## config.mk

```make
export PLATFORM = sky130hd
export DESIGN_NAME = medidor_ciclo_trabajo
export DESIGN_NICKNAME = d
export VERILOG_FILES = /design/src/rtl/medidor_ciclo_trabajo.sv
export SDC_FILE = /design/constraint.sdc
export NUM_CORES = 1
export LEC_CHECK = 0
export CAP_MARGIN = 20
export CELL_PAD_IN_SITES_DETAIL_PLACEMENT = 0
export CELL_PAD_IN_SITES_GLOBAL_PLACEMENT = 1
export CORE_ASPECT_RATIO = 0.7
export CORE_MARGIN = 5
export CORE_UTILIZATION = 51
export CTS_CLUSTER_DIAMETER = 60
export DETAILED_ROUTE_END_ITERATION = 8
export PLACE_DENSITY = 0.83
export SYNTH_ARGS = -nofsm -noshare
export SYNTH_HDL_FRONTEND = slang
export SYNTH_SLANG_ARGS = --single-unit
```

## constraint.sdc

```tcl
create_clock -name clk_100MHz -period 7 [get_ports clk_100MHz]
set_clock_uncertainty 0.15 [all_clocks]
set_input_delay 1.75 -clock clk_100MHz [delete_from_list [all_inputs] [get_ports clk_100MHz]]
set_output_delay 1.75 -clock clk_100MHz [all_outputs]
set_load 0.05 [all_outputs]
```

## src/rtl/medidor_ciclo_trabajo.sv

```systemverilog
// PWM receiver: measures high time and period of pwm_in and decodes floor(16*high/period) as a 4-bit duty code.
// Optional MEDIDOR_PROMEDIO_EN averages each result with the previous quotient before output.
module medidor_ciclo_trabajo #(
    parameter int CNT_W   = 20,
    parameter int TIMEOUT = 1000000
) (
    input  logic       clk_100MHz,
    input  logic       rst,
    input  logic       pwm_in,
    input  logic       en,
    output logic [3:0] duty_out,
    output logic       duty_valid,
    output logic       signal_lost,
    output logic       overrun
);

    typedef enum logic [1:0] {IDLE, MEASURE, DIVIDE, UPDATE} state_t;

    localparam logic [CNT_W-1:0] TO      = CNT_W'(TIMEOUT);
    localparam logic [CNT_W-1:0] TO_M1   = CNT_W'(TIMEOUT - 1);
    localparam logic [CNT_W-1:0] CNT_MAX = '1;

    state_t           r_state;
    logic             r_sync1;
    logic             r_s;
    logic             r_s_d;
    logic [CNT_W-1:0] r_period_cnt;
    logic [CNT_W-1:0] r_high_cnt;
    logic [CNT_W-1:0] r_idle_cnt;
    logic [CNT_W-1:0] r_op_p;
    logic [CNT_W-1:0] r_rem;
    logic [3:0]       r_quot;
    logic [1:0]       r_bit;
`ifdef MEDIDOR_PROMEDIO_EN
    logic [3:0]       r_prev_q;
    logic             r_have_prev;
`endif

    logic             w_rise;
    logic [CNT_W-1:0] w_period_inc;
    logic [CNT_W-1:0] w_high_next;
    logic [CNT_W:0]   w_shift;
    logic             w_ge;
    logic [CNT_W-1:0] w_sub;
    logic [3:0]       w_stuck;
    logic [3:0]       w_result;

    always_ff @(posedge clk_100MHz or posedge rst) begin
        if (rst) begin
            r_sync1 <= 1'b0;
            r_s     <= 1'b0;
            r_s_d   <= 1'b0;
        end else begin
            r_sync1 <= pwm_in;
            r_s     <= r_sync1;
            r_s_d   <= r_s;
        end
    end

    assign w_rise       = r_s & ~r_s_d;
    assign w_period_inc = (r_period_cnt == CNT_MAX) ? r_period_cnt : r_period_cnt + 1'b1;
    assign w_high_next  = (r_s && (r_high_cnt != CNT_MAX)) ? r_high_cnt + 1'b1 : r_high_cnt;
    assign w_stuck      = r_s ? 4'd15 : 4'd0;

    // The remainder stays below op_p, so it fits in CNT_W bits; only the shifted value needs the extra bit.
    assign w_shift = {r_rem, 1'b0};
    assign w_ge    = (w_shift >= {1'b0, r_op_p});
    assign w_sub   = CNT_W'(w_shift - {1'b0, r_op_p});

`ifdef MEDIDOR_PROMEDIO_EN
    assign w_result = r_have_prev ? 4'((5'(r_prev_q) + 5'(r_quot) + 5'd1) >> 1) : r_quot;
`else
    assign w_result = r_quot;
`endif

    always_ff @(posedge clk_100MHz or posedge rst) begin
        if (rst) begin
            r_state      <= IDLE;
            r_period_cnt <= '0;
            r_high_cnt   <= '0;
            r_idle_cnt   <= '0;
            r_op_p       <= '0;
            r_rem        <= '0;
            r_quot       <= 4'd0;
            r_bit        <= 2'd0;
            duty_out     <= 4'd0;
            duty_valid   <= 1'b0;
            signal_lost  <= 1'b1;
            overrun      <= 1'b0;
`ifdef MEDIDOR_PROMEDIO_EN
            r_prev_q     <= 4'd0;
            r_have_prev  <= 1'b0;
`endif
        end else begin
            duty_valid <= 1'b0;
            if (!en) begin
                r_state      <= IDLE;
                r_period_cnt <= '0;
                r_high_cnt   <= '0;
                r_idle_cnt   <= '0;
                overrun      <= 1'b0;
`ifdef MEDIDOR_PROMEDIO_EN
                r_have_prev  <= 1'b0;
`endif
            end else if (r_state == IDLE) begin
                r_period_cnt <= '0;
                r_high_cnt   <= '0;
                if (w_rise) begin
                    r_state      <= MEASURE;
                    r_period_cnt <= {{(CNT_W-1){1'b0}}, 1'b1};
                    r_high_cnt   <= {{(CNT_W-1){1'b0}}, 1'b1};
                    r_idle_cnt   <= '0;
                // A saturated idle count means loss was already declared, so a dead input pulses only once.
                end else if (r_idle_cnt != TO) begin
                    r_idle_cnt <= r_idle_cnt + 1'b1;
                    if (r_idle_cnt == TO_M1) begin
                        signal_lost <= 1'b1;
                        duty_out    <= w_stuck;
                        duty_valid  <= 1'b1;
`ifdef MEDIDOR_PROMEDIO_EN
                        r_prev_q    <= w_stuck;
                        r_have_prev <= 1'b0;
`endif
                    end
                end
            end else if (w_rise) begin
                r_state      <= DIVIDE;
                r_op_p       <= r_period_cnt;
                r_rem        <= r_high_cnt;
                r_quot       <= 4'd0;
                r_bit        <= 2'd3;
                r_period_cnt <= {{(CNT_W-1){1'b0}}, 1'b1};
                r_high_cnt   <= {{(CNT_W-1){1'b0}}, 1'b1};
                if (r_state != MEASURE) begin
                    overrun <= 1'b1;
                end
            end else begin
                r_period_cnt <= w_period_inc;
                r_high_cnt   <= w_high_next;
                case (r_state)
                    MEASURE: begin
                        if (r_period_cnt == TO) begin
                            r_state      <= IDLE;
                            r_period_cnt <= '0;
                            r_high_cnt   <= '0;
                            r_idle_cnt   <= TO;
                            signal_lost  <= 1'b1;
                            duty_out     <= w_stuck;
                            duty_valid   <= 1'b1;
`ifdef MEDIDOR_PROMEDIO_EN
                            r_prev_q     <= w_stuck;
                            r_have_prev  <= 1'b0;
`endif
                        end
                    end
                    DIVIDE: begin
                        r_rem         <= w_ge ? w_sub : w_shift[CNT_W-1:0];
                        r_quot[r_bit] <= w_ge;
                        if (r_bit == 2'd0) begin
                            r_state <= UPDATE;
                        end else begin
                            r_bit <= r_bit - 1'b1;
                        end
                    end
                    UPDATE: begin
                        r_state     <= MEASURE;
                        duty_out    <= w_result;
                        duty_valid  <= 1'b1;
                        signal_lost <= 1'b0;
`ifdef MEDIDOR_PROMEDIO_EN
                        r_prev_q    <= r_quot;
                        r_have_prev <= 1'b1;
`endif
                    end
                    default: begin
                        r_state <= IDLE;
                    end
                endcase
            end
        end
    end

endmodule

```

==> After elaboration in Yosys (flattened, before gate mapping) <==
Cells that the tools add are included.
W data, S select, Z words.
{ "word_totals": {"regBits": 118, "inputBits": 4, "output_inout_bits": 7, "word_cells": 128} }
{ "op_classes": {"addsub": 5, "order_cmp": 3, "n_eq_ne": 23, "mux": 65, "bitwise_logic": 4, "reduce_logical": 13} }
{ "ops": {"columns": ["operator", "n"], "rows": [
  ["$mux W20", 22],
  ["$add A20 B1 Y20 const B", 3],
  ["$eq A20 B20 Y1 const B", 3],
  ["$ne A20 B20 Y1 const B", 2],
  ["$mux W4", 9],
  ["$ge A21 B20 Y1", 1],
  ["$sub A20 B20 Y20", 1],
  ["$mux W1", 19],
  ["$mux W2", 9],
  ["$reduce_and A3 Y1", 4],
  ["$ne A2 B1 Y1 const B", 5],
  ["$ne A4 B4 Y1 const B", 2],
  ["$pmux W4 S2", 1],
  ["$reduce_and A4 Y1", 2],
  ["$ne A3 B1 Y1 const B", 2],
  ["$ne A3 B3 Y1 const B", 2],
  ["$pmux W2 S3", 1],
  ["$reduce_and A6 Y1", 1],
  ["$bwmux W4", 1],
  ["$eq A2 B2 Y1 const B", 2],
  ["$logic_not A2 Y1", 2],
  ["$ne A2 B2 Y1 const B", 2],
  ["$ne A4 B3 Y1 const B", 1],
  ["$pmux W1 S2", 2],
  ["11 further kinds", 14]
]} }

==> Depth between registers and ports, before layout <==
{ "depth": {"depth_word": 8, "mapped_depth": 11} }

==> Worst setup path before layout <==
No wires, ideal clock.
{ "synth_path": {"kind": "input -> register", "start": "input port en", "end": "register r_idle_cnt[6]", "setup_ns": 0.121, "t_arrival_ns": 2.918, "required_time_ns": 6.729, "setup_slack_ns": 3.812, "stages": 7, "cell_sequence": "nand2_1 -> nor2_1 -> nand4_1 -> o21a_1 -> buf_2 -> buf_2 -> a22o_1"} }
{ "synth_via": {"elab_chain_cells": 2} }
{ "synth_rtl": {"columns": ["element", "line_no", "rtl"], "rows": [
  ["from (decl)", "10", "input logic en,"],
  ["$ne A4 B3 Y1 (no source line) (tied with other cells)", null, null],
  ["$reduce_and A4 Y1 (no source line)", null, null],
  ["to (signal assigned)", "115", "r_idle_cnt <= r_idle_cnt + 1'b1;"],
  ["to (decl)", "29", "logic [CNT_W-1:0] r_idle_cnt;"]
]} }
Parallel ways exist; a longest one is shown, timed or not.
A chain may end at the register's enable or synchronous reset.

==> Final worst setup path <==
{ "layout_path": {"start": "input port en", "end": "register r_idle_cnt[4]"} }
Same word-level chain as after synthesis.

==> flow_summary.yaml <==
run:
  cap_violations: 0
logic_synthesis:
  synth_xor_area_share_pct: 7.26
  synth.distinct_cells: 71
  synth_area_um2: 7000
  synth_edf_count: 0
  synth_compound_area_share_pct: 16.1
  yosys_most_used_dff: "dfrtp_1"
  postSynthRegisterBits: 118
  synth_fp_nets: 805
  async_flop_share_pct: 100
  synth_top_family_by_area: "simple AND/OR/NAND/NOR gates"
  synthSimpleGateAreaFrac_pct: 21.1
  synth_mux_area_share_pct: 2.74
  avgSynthCellArea_um2: 9.13
  ys_warn_count: 0
  synth_fa_ha_area_share_pct: 6.37
  netlist_instances: 766
  yosysSeqAreaShare_pct: 42.2
place:
  placed_cells_incl_taps: 939
  pre_cts_slack_ps: 2380
  gp_congestion: 0.926
  dp_hpwl_um: 12200
  numPortBuffers: 10
final_layout:
  multi_input_area_um2: 3750
  syn_to_final_growth_pct: 12.5
  seq_area_um2: 2950
  diodes: 0
  layout_commonest_cell: "dfrtp_1"
  num-fill-cells: 1199
  drive_gt1_share_pct: 8.01
  layout_common_cells: "117 x dfrtp_1, 72 x nor2_1, 68 x nand2_1"
  finalNetCount: 813
  layoutNonFillerInstCount: 972
route:
  first_pass_iters: 5
  postRouteAntennaNets: 0
  viasPerCell: 5.90
  drcViolationCount: 0
  wl_per_cell_um: 17.7
  first_iter_violations: 412
  vias: 5738
  routed_wl_um: 17200
worst_setup_path:
  critPathArrivalTime_ps: 4370
  path_class: "primary input to register"
  worstPathRequired_ps: 7110
  start_kind: "primary input"
  crit_fanout: 30
  worstSetupEndpointType: "register"
clock_network:
  clock-sinks: 118
  post-cts-setup-buffer-count: 0
  numCtsBuffers: 17
  h-tree-depth: 4
  cts_root_buf: "clkbuf_16"
  clk_pin_slew_worst_paths_ps: 60
  clock_latency_ps: 410
  hold_buffers: 0
  cts_resized: 0
  cts_tree: "done"
  clock_path_buffers: 2
sta:
  timing.final.ws_setup_ps: 2750
  tns_ps: 0
  fmax_mhz: 235
  rsz0062_at_grt: "no"
  finalSetupViolCount: 0
  finalHoldViolCount: 0
  worst_hold_slack_ps: 205
  tightest_slew_ps: 929
  post-route-min-period_ps: 4250
  finalCritPeriodShare_pct: 60.8
  drv_slew: 0
  slew_headroom_pct: 38.1
hold_path:
  worstHoldPathType: "register to register"
power_and_ir_drop:
  ir_worst_vdd_uv: 232
  power_density_nw_per_um2: 470
  p_leak_nw: 3.44
die:
  rows: 35
  coreArea_um2: 13300
  die_area_um2: 16200
  die_w_um: 150
  die_h_um: 108
  ios: 11
  start_util_pct: 52.5
global_route:
  antenna_found_initial: 0
  grt_max_degree: 79
  grt_pass1_wl_um: 28900
  grt-ovfl-total: 0
  grtUsageTotal_pct: 22.5
  grt_pass1_vias: 5446
run_status:
  status: "completed"
final cells by class:
cell class	count	share of cell area (%)
inverter	42	2.04
timing repair buffer	17	2.19
sequential	118	37.5
multi-input combinational	578	47.7
clock inverter	11	2.02
clock buffer	21	5.60
tap	185	2.94
state kept, by name, indices dropped and copies added, names as in the netlist, 2 cells and up:
signal and flops:
r_state 2, r_idle_cnt 20, duty_out 4, r_bit 2
r_op_p 20, r_quot 4, r_rem 20, r_high_cnt 20
r_period_cnt 20
worst paths after layout:
check,slack [ps],end,from,depth (start not counted)
min in group asynchronous,1460,r_idle_cnt[2],rst,2
max in group asynchronous,4440,signal_lost,rst,3
setup reg to reg,3500,r_rem[1],r_rem[4],9
hold / removal,210,r_s,r_sync1,0
hold reg to reg,210,r_s,r_sync1,0
setup / recovery,2750,r_idle_cnt[4],en,8
power by group:
group | total, W | leakage [nW] | internal, W | switching, W
Combinational | 0.00181 | 1.58 | 0.000740 | 0.00107
Clock | 0.000904 | 0.298 | 0.000592 | 0.000312
Sequential | 0.000986 | 1.56 | 0.000848 | 0.000138
Total | 0.00370 | 3.44 | 0.00218 | 0.00152
metal layers:
layer  wire (um)  vias to the layer above  track usage, %
met4         222                        0            5.81
met5           0                        -               0
met3         759                       22            4.02
met1        9130                     2861            36.6
met2        7070                      136            30.2
li1            -                     2719               -
cell usage after synthesis, types with 3 or more instances:
master	instances	area, um^2
or3_1	13	81.3
and3_1	18	113
xor2_1	39	342
nand4_1	16	100
buf_6	3	33.8
a31oi_1	6	37.5
a22oi_1	5	37.5
nand2b_1	9	56.3
a211oi_1	4	30.0
nand3_1	29	145
nor3_1	17	85.1
inv_1	40	150
o21ai_1	3	15.0
nor2b_1	7	43.8
ha_1	34	425
buf_2	7	35.0
o21ai_0	66	330
a21oi_1	44	220
a22o_1	10	87.6
dfrtp_1	117	2930
and2_1	6	37.5
and3_2	3	22.5
o31ai_1	9	67.6
nand2_1	68	255
a21o_1	12	90.1
clkbuf_1	18	67.6
xnor2_1	19	166
or4_1	3	22.5
mux2i_1	18	180
nor2_1	73	274
per-stage QoR:
| step | power, W | instance area (um^2) | util, % |
|---|---|---|---|
| 3_3_place_gp | 0.00271 | 7240 | 54.4 |
| 2_1_floorplan | 0.00238 | 7000 | - |
| 4_1_cts | 0.00369 | 7840 | 58.9 |
| 6_report | 0.00370 | 7870 | 59.1 |
| 3_5_place_dp | 0.00276 | 7240 | 54.4 |
| 5_1_grt | 0.00397 | 7870 | 59.1 |
critical path, cell delays in order:
cell	delay, ps
clkdlybuf4s50_1	730
nand2_1	340
nor2_1	330
nand4_1	140
o21a_1	540
nand4_1	270
xor2_1	190
nor2_1	80
logic make-up after synthesis:
group,after synthesis
simple gates,287
mux,19
compound gates,179
xor+xnor,58
fa+ha+maj,35
buf+inv,70
flops,118
Note: power is estimated with default switching activity, not from simulation.
==> variant: new RTL, same settings <==
Re-encode `state_t` (4 states) as one-hot, 4 bits wide.
--- a/src/rtl/medidor_ciclo_trabajo.sv
+++ b/src/rtl/medidor_ciclo_trabajo.sv
@@ -14,7 +14,7 @@
     output logic       overrun
 );
 
-    typedef enum logic [1:0] {IDLE, MEASURE, DIVIDE, UPDATE} state_t;
+    typedef enum logic [3:0] {IDLE = 4'b0001, MEASURE = 4'b0010, DIVIDE = 4'b0100, UPDATE = 4'b1000} state_t;
 
     localparam logic [CNT_W-1:0] TO      = CNT_W'(TIMEOUT);
     localparam logic [CNT_W-1:0] TO_M1   = CNT_W'(TIMEOUT - 1);
Function: no difference found for any inputs over 10 cycles, from zero or initial values and one cycle with rst high; not proved beyond that.
==> variant against the original RTL <==
Area after synthesis is 1.2% higher. Setup slack got worse by 120 ps. Highest routed layer unchanged. Via count increased by 3.8%. Sequential power decreased by 5.3%. Power decreased by 13%. Design area is 0.99% higher. Sequential cell count up 2. Routed wire length rose by 3.3%. Largest power group unchanged. Final cell count grew 4.1%.
==> variant: results (changes against the original RTL) <==
[power]
p_leak_nw=3.32  ; was 3.44 nW
vdd_drop_max_uv=228  ; was 232 uV

[synthesis]
synth_fa_ha_area_frac=0.0541  ; was 0.0637
syn_nets=836  ; was 805
synth.distinct_cells=69  ; was 71
synth_compound_area_frac=0.191  ; was 0.161
muxShareOfSynthArea=0.0285  ; was 0.0274
yosys-top-cells-count=dfrtp_1, nand2_1, nor2_1  ; was dfrtp_1, nor2_1, nand2_1
synth_xor_xnor_area_share=0.0532  ; was 0.0726
synthesis.area_sq_um=7080  ; was 7000 sq um
synth.area.top_cells=dfrtp_1, o21ai_0, ha_1  ; was dfrtp_1, ha_1, xor2_1
seq_area_frac_synth=0.425  ; was 0.422
syn_area_per_cell_sq_um=8.83  ; was 9.13 sq um
synth-warning-count=0  ; unchanged

[global_route]
antenna_found_initial=0  ; unchanged
grt_pass1_vias=5733  ; was 5446
grt_pass1_wl_um=30100  ; was 28900 um
grtUsageMet2=0.309  ; was 0.302
grt_use_total=0.237  ; was 0.225
grtUsageMet1=0.375  ; was 0.366
grtUsageMet3=0.0616  ; was 0.0402
grt_max_degree=83  ; was 79

[layout]
drive_gt1_frac=0.0681  ; was 0.0801
insertedDiodeCount=0  ; unchanged
nFillCells=1209  ; was 1199
final_cells=1012  ; was 972
fin_nets=843  ; was 813

[critical_path]
timing.rr.start=r_op_p[1]  ; was r_rem[4]
cp.arrival_ps=4490  ; was 4370 ps
path_delay_family=compound AO/OA/AOI/OAI gates  ; was simple AND/OR/NAND/NOR gates
critPathCapture=r_idle_cnt[16]  ; was r_idle_cnt[4]
crit_fanout=15  ; was 30
crit_slowest_cell=a2bb2oi_1  ; was clkdlybuf4s50_1
reg2reg_depth=10  ; was 9
reg2reg_slack_ps=3610  ; was 3500 ps
cpPeakStageDelay_ps=830  ; was 730 ps

[placed_design]
placed_area_sq_um=7330  ; was 7240 sq um
port_buffers=10  ; unchanged
dp_slack_ps=2230  ; was 2380 ps
gp_congestion=0.916  ; was 0.926
placed_cells=979  ; was 939
dp_hpwl_um=12700  ; was 12200 um

[route]
drtPass1Iterations=8  ; was 5
via_per_inst=5.89  ; was 5.90
drt_iter0_drc=569  ; was 412
finalWirelength_um=17700  ; was 17200 um

[sta]
max_clock_freq_mhz=228  ; was 235 MHz
max_slew_margin=0.348  ; was 0.381

[run_status]
status=complete, no violations  ; unchanged

[clock_tree]
cts_resized=0  ; unchanged

[variant: changes by cell type after synthesis, sizes merged, moves of 6 or more]
| cell | unedited run | this run |
|---|---|---|
| xor2 | 39 | 24 |
| nand2 | 68 | 80 |
| and3 | 21 | 10 |
| a21oi | 45 | 55 |
| o21a | 3 | 13 |
| o21ai | 70 | 80 |
| inv | 41 | 50 |
| o22ai | 1 | 8 |
| or3 | 14 | 7 |
| a22o | 10 | 4 |
[variant: final cells by class]
type / instances / area [sq um] / share of cell area
tap: 190 / 238 / 0.0299
clock buffer: 19 / 443 / 0.0557
clock inverter: 13 / 145 / 0.0183
sequential: 120 / 3010 / 0.378
inverter: 50 / 190 / 0.0239
multi-input combinational: 603 / 3750 / 0.472
timing repair buffer: 17 / 173 / 0.0217
[variant: worst reg2reg max path, stage by stage, from the launching register on]
cell      delay, ps
dfrtp_1         380
inv_1            70
ha_1            300
ha_1            190
nand4_1         100
nor2_1           90
a31oi_1         480
a21boi_0        580
and2_1          440
mux2_2          380
o21ai_0         150
[variant: where the power goes]
| group | switching (mW) | internal (mW) | leakage [nW] | total [mW] |
|---|---|---|---|---|
| registers | 0.113 | 0.821 | 1.59 | 0.934 |
| clock network | 0.342 | 0.536 | 0.280 | 0.878 |
| logic | 0.852 | 0.570 | 1.44 | 1.42 |
[variant: worst min-delay path by stage]
stage | slack [ps] | to | startpoint
6_report | 210 | r_s | r_sync1
5_1_grt | 230 | r_s | r_sync1
4_1_cts | 210 | r_s | r_sync1
3_5_place_dp | 190 | r_s | r_sync1
3_3_place_gp | 180 | r_s | r_sync1
2_1_floorplan | 180 | r_s | r_sync1
[variant: metal layers]
metal | vias up | share of wire
met4 | 0 | 0.015
met3 | 21 | 0.067
met5 | - | 0
met1 | 2870 | 0.52
li1 | 2881 | -
met2 | 184 | 0.40
